### config.mk
export PLATFORM = sky130hd
export DESIGN_NAME = mux_4to1_rr_arbiter
export DESIGN_NICKNAME = d
export VERILOG_FILES = /design/src/rtl/mux_arb_pkg.sv /design/src/rtl/rr_pick4.sv /design/src/rtl/mux_4to1_rr_arbiter.sv
export SDC_FILE = /design/constraint.sdc
export NUM_CORES = 1
export LEC_CHECK = 0
export CAP_MARGIN = 20
export CORE_ASPECT_RATIO = 1.4
export CORE_MARGIN = 2
export CORE_UTILIZATION = 40
export CTS_CLUSTER_DIAMETER = 200
export DETAILED_ROUTE_END_ITERATION = 16
export PLACE_DENSITY = 0.85
export SYNTH_ARGS = -nofsm -noshare
export SYNTH_HDL_FRONTEND = slang
export SYNTH_SLANG_ARGS = --single-unit
### constraint.sdc
create_clock -name clk -period 1.9 [get_ports clk]
set_input_delay 0.38 -clock clk [delete_from_list [all_inputs] [get_ports clk]]
set_output_delay 0.38 -clock clk [all_outputs]
set_load 0.02 [all_outputs]
### src/rtl/mux_arb_pkg.sv
// rtl/mux_arb_pkg.sv - shared types and constants for the round-robin mux arbiter
package mux_arb_pkg;
    localparam int NUM_REQ = 4;
    localparam int SEL_W   = 2;

    typedef enum logic {
        IDLE  = 1'b0,
        GRANT = 1'b1
    } state_t;

    function automatic logic [NUM_REQ-1:0] onehot(input logic [SEL_W-1:0] i);
        onehot    = '0;
        onehot[i] = 1'b1;
    endfunction
endpackage

### src/rtl/rr_pick4.sv
// rtl/rr_pick4.sv - combinational rotating-priority picker, ptr is highest priority
module rr_pick4
    import mux_arb_pkg::*;
(
    input  logic [NUM_REQ-1:0] req,
    input  logic [SEL_W-1:0]   ptr,
    output logic               found,
    output logic [SEL_W-1:0]   idx
);
    logic [SEL_W-1:0] cand;

    // Walk from lowest priority to highest so the nearest request to ptr wins last.
    always_comb begin
        found = 1'b0;
        idx   = ptr;
        cand  = '0;
        for (int k = NUM_REQ - 1; k >= 0; k--) begin
            cand = ptr + SEL_W'(k);
            if (req[cand]) begin
                found = 1'b1;
                idx   = cand;
            end
        end
    end
endmodule

### src/rtl/mux_4to1_rr_arbiter.sv
// rtl/mux_4to1_rr_arbiter.sv - round-robin arbiter owning a registered 4:1 data mux
module mux_4to1_rr_arbiter
    import mux_arb_pkg::*;
#(
    parameter int WIDTH    = 4,
    parameter int MAX_HOLD = 8
) (
    input  logic                 clk,
    input  logic                 rst,
    input  logic [NUM_REQ-1:0]   req,
    input  logic [NUM_REQ-1:0]   last,
    input  logic [WIDTH-1:0]     a,
    input  logic [WIDTH-1:0]     b,
    input  logic [WIDTH-1:0]     c,
    input  logic [WIDTH-1:0]     d,
    output logic [SEL_W-1:0]     sel,
    output logic [NUM_REQ-1:0]   gnt,
    output logic [WIDTH-1:0]     out,
    output logic                 out_valid
);
    localparam int HOLD_W = (MAX_HOLD > 1) ? $clog2(MAX_HOLD) : 1;
    localparam logic [HOLD_W-1:0] HOLD_LAST = HOLD_W'(MAX_HOLD - 1);

    state_t               state, state_nxt;
    logic [SEL_W-1:0]     ptr, ptr_nxt, sel_nxt, pick_ptr, pick_idx;
    logic [NUM_REQ-1:0]   gnt_nxt;
    logic [WIDTH-1:0]     out_nxt, data_g;
    logic                 out_valid_nxt, pick_found, beat, rel;
    logic [HOLD_W-1:0]    hold_cnt, hold_nxt;

    always_comb begin
        case (sel)
            2'd0:    data_g = a;
            2'd1:    data_g = b;
            2'd2:    data_g = c;
            default: data_g = d;
        endcase
    end

    // While granted, re-arbitration starts just past the current grantee.
    assign pick_ptr = (state == GRANT) ? (sel + SEL_W'(1)) : ptr;

    rr_pick4 u_pick (
        .req   (req),
        .ptr   (pick_ptr),
        .found (pick_found),
        .idx   (pick_idx)
    );

    always_comb begin
        state_nxt     = state;
        ptr_nxt       = ptr;
        sel_nxt       = sel;
        gnt_nxt       = gnt;
        out_nxt       = out;
        out_valid_nxt = 1'b0;
        hold_nxt      = hold_cnt;
        beat          = 1'b0;
        rel           = 1'b0;
        case (state)
            IDLE: begin
                gnt_nxt = '0;
                if (pick_found) begin
                    gnt_nxt   = onehot(pick_idx);
                    sel_nxt   = pick_idx;
                    hold_nxt  = '0;
                    state_nxt = GRANT;
                end
            end
            default: begin
                beat = req[sel];
                rel  = !beat || last[sel] || (hold_cnt == HOLD_LAST);
                if (beat) begin
                    out_nxt       = data_g;
                    out_valid_nxt = 1'b1;
                    hold_nxt      = hold_cnt + HOLD_W'(1);
                end
                if (rel) begin
                    ptr_nxt  = sel + SEL_W'(1);
                    hold_nxt = '0;
                    if (pick_found) begin
                        gnt_nxt = onehot(pick_idx);
                        sel_nxt = pick_idx;
                    end else begin
                        gnt_nxt   = '0;
                        state_nxt = IDLE;
                    end
                end
            end
        endcase
    end

    always_ff @(posedge clk or posedge rst) begin
        if (rst) begin
            state     <= IDLE;
            ptr       <= '0;
            sel       <= '0;
            gnt       <= '0;
            out       <= '0;
            out_valid <= 1'b0;
            hold_cnt  <= '0;
        end else begin
            state     <= state_nxt;
            ptr       <= ptr_nxt;
            sel       <= sel_nxt;
            gnt       <= gnt_nxt;
            out       <= out_nxt;
            out_valid <= out_valid_nxt;
            hold_cnt  <= hold_nxt;
        end
    end
endmodule

==> impl_metrics.env <==
export IMPL_synthDistinctLibCells=31
export IMPL_synth_top_area_frac=0.408
export IMPL_fin_nets=184
export IMPL_dp_cells=179
export IMPL_die_w_um=47.1
export IMPL_clock_sinks=17
export IMPL_cts_clk_slew_worst_paths_ns=0.11
export IMPL_cp_end_kind="flop"
export IMPL_numCtsBuffers=3
export IMPL_final_cells=185
export IMPL_p_total_mw=2.21
export IMPL_preCtsSetupSlack_ns=-0.304
export IMPL_rows=21
export IMPL_placed_area_mm2=0.00148
export IMPL_min_period_ns=1.84
export IMPL_firstDrtPassIters=4
export IMPL_seq_area_frac_synth=0.408
export IMPL_dr_total_vias=1024
export IMPL_viasPerCell=5.54
export IMPL_port_buffers=36
export IMPL_grt_max_degree=16
export IMPL_layout_drive_gt1_share=0.205
export IMPL_worstSetupPathType="in -> reg"
export IMPL_yosys_top_cells_area="dfrtp_1 41%, ha_1 7.2%, a21oi_1 4.3%"
export IMPL_period_share=0.971
export IMPL_crit_path_start_kind="primary input"
export IMPL_synth_warnings=0
export IMPL_wire_per_inst_um=15.8
export IMPL_ys_ff_latch=17
export IMPL_leakage_nw=0.693
export IMPL_max_slew_worst_pin_slew_ns=0.418
export IMPL_grt_pass1_wl_um=4630
export IMPL_required_ns=2.09
export IMPL_clk_latency_ns=0.29
export IMPL_fmax_mhz=542
export IMPL_ant_nets=0
export IMPL_core_area_mm2=0.00244
export IMPL_antenna_found_initial=0
export IMPL_p_per_area_mw_per_mm2=1390
export IMPL_netlist_area_mm2=0.00104
export IMPL_wl_um=2930
export IMPL_rrSetupSlack_ns=0.09
export IMPL_grt_pass1_vias=1037
export IMPL_cp_max_fo=15
export IMPL_async_flop_share=1.00
export IMPL_initial_utilization=0.427
export IMPL_relSlewSlack=0.721
export IMPL_synthCells=104
export IMPL_grt_total_usage=0.212
export IMPL_synth_edf_count=0
export IMPL_min_path_type="in -> async"
export IMPL_cts_tree="yes"
export IMPL_finalWeightedCongestion=0.873
export IMPL_drtIter0Drc=29
export IMPL_synth_nets=136
export IMPL_finalHoldViolCount=0
export IMPL_finalSetupViolCount=0
export IMPL_fin_hold_ws_ns=0.356
export IMPL_drcViolationCount=0
export IMPL_syn2layout_area_growth_pct=52.2
export IMPL_design_area_mm2=0.00159
export IMPL_irDropWorstVdd_mv=0.679
export IMPL_syn_area_per_cell_um2=10.0
export IMPL_dieArea_mm2=0.00304
export IMPL_antenna_cells=0
export IMPL_worstPathArrival_ns=2.04
export IMPL_yosys_most_used_dff="dfrtp_1"
export IMPL_rsz0062_at_grt="true"
export IMPL_root_buffer="clkbuf_4"
export IMPL_die_y_um=64.4
export IMPL_cts_htree_levels=1
export IMPL_synth_top_area_cell="dfrtp_1"
export IMPL_dp_hpwl_um=2310
export IMPL_layout_setup_ws_ns=0.0554
export IMPL_drv_cap=0
export IMPL_cts_hold_buf=0
export IMPL_overflow=0
export IMPL_status="finished clean"
export IMPL_io_pins=37
export IMPL_maxSlewViolCount=0
export IMPL_fin_skew_ns=0.00343
export IMPL_clk_path_buf_depth=2
==> state kept, by name, indices dropped and copies added, names as in the netlist <==
signal and count:
gnt 4, out 4, hold_cnt 3, ptr 2, sel 2, out_valid 1, state 1
==> report_power, final <==
| part | internal (mW) | leakage (nW) | total, mW | switching, mW |
|---|---|---|---|---|
| sequential | 0.508 | 0.210 | 0.589 | 0.0807 |
| clock | 0.0801 | 0.0139 | 0.201 | 0.121 |
| combinational | 0.688 | 0.469 | 1.42 | 0.734 |
==> worst max-delay path, cell delays in order <==
cell and delay (ns):
clkdlybuf4s50_1 0.43, nor2b_1 0.14, mux4_2 0.47, and3b_2 0.32, mux2_2 0.29
==> synthesized netlist by cell type, types with 2 or more instances <==
| cell type | count |
|---|---|
| a21oi_1 | 9 |
| a222oi_1 | 4 |
| a22o_1 | 2 |
| buf_6 | 2 |
| dfrtp_1 | 17 |
| ha_1 | 6 |
| inv_1 | 6 |
| mux2_2 | 4 |
| mux2i_1 | 2 |
| nand2_1 | 10 |
| nand2b_1 | 3 |
| nor2_1 | 5 |
| nor2b_1 | 4 |
| o211ai_1 | 2 |
| o21ai_0 | 5 |
| o21ai_1 | 4 |
| o31ai_1 | 5 |
==> placed cells by master, fill, tap and decap left out, drive strengths merged <==
cell / instances
mux4: 2
a21oi: 9
clkbuf: 3
nor2b: 4
a221oi: 1
dlymetal6s2s: 1
clkinvlp: 1
dfrtp: 17
nor2: 5
nand3: 1
o211ai: 2
o211a: 1
o21ai: 9
ha: 6
o311ai: 1
inv: 7
and3b: 1
nor4: 1
a222oi: 4
mux2: 4
nand2: 10
nand2b: 3
clkdlybuf4s50: 35
o221ai: 1
mux2i: 2
o31ai: 5
a22o: 2
and2b: 1
buf: 11
and2: 1
==> logic make-up after synthesis <==
logic type / count (synthesis) / synth area share
DFF: 17 / 0.408
adders and majority gates: 6 / 0.0720
and+or+nand+nor: 27 / 0.128
muxes: 8 / 0.109
AOI/OAI and AO/OA: 35 / 0.227
buffers and inverters: 11 / 0.0552
==> through the flow <==
step / utilization / TNS (ns)
2_1_floorplan: - / 0
3_3_place_gp: 0.607 / -1.98
3_5_place_dp: 0.607 / -2.67
4_1_cts: 0.624 / -0.0104
5_1_grt: 0.649 / -0.00386
6_report: 0.649 / 0
==> worst paths after layout <==
path | from | cells after the start | to
max | req[0] | 5 | hold_cnt[0]
min | rst | 2 | hold_cnt[0]
max reg2reg | sel[0] | 6 | gnt[3]
min reg2reg | out[1] | 2 | out[1]
max in group asynchronous | rst | 3 | out[2]
min in group clk | out[1] | 2 | out[1]
==> cell type report <==
class | count | area (um2)
Inverter | 7 | 28.8
Multi-Input combinational cell | 76 | 611
Sequential cell | 17 | 429
Timing Repair Buffer | 47 | 445
Fill cell | 198 | 857
Tap cell | 34 | 42.5
Clock buffer | 3 | 22.5
Clock inverter | 1 | 7.51
==> metal layers <==
| layer | part of all wire | track usage |
|---|---|---|
| met1 | 0.38 | 0.233 |
| met2 | 0.52 | 0.377 |
| met3 | 0.077 | 0.0452 |
| met4 | 0.020 | 0.0764 |
| met5 | 0 | 0 |
==> timing repair <==
action	CTS	global route
pin swaps	4	6
resized for setup	2	10
setup endpoints to repair	3	7
setup buffers	0	2
(Power assumes the default switching activity.)
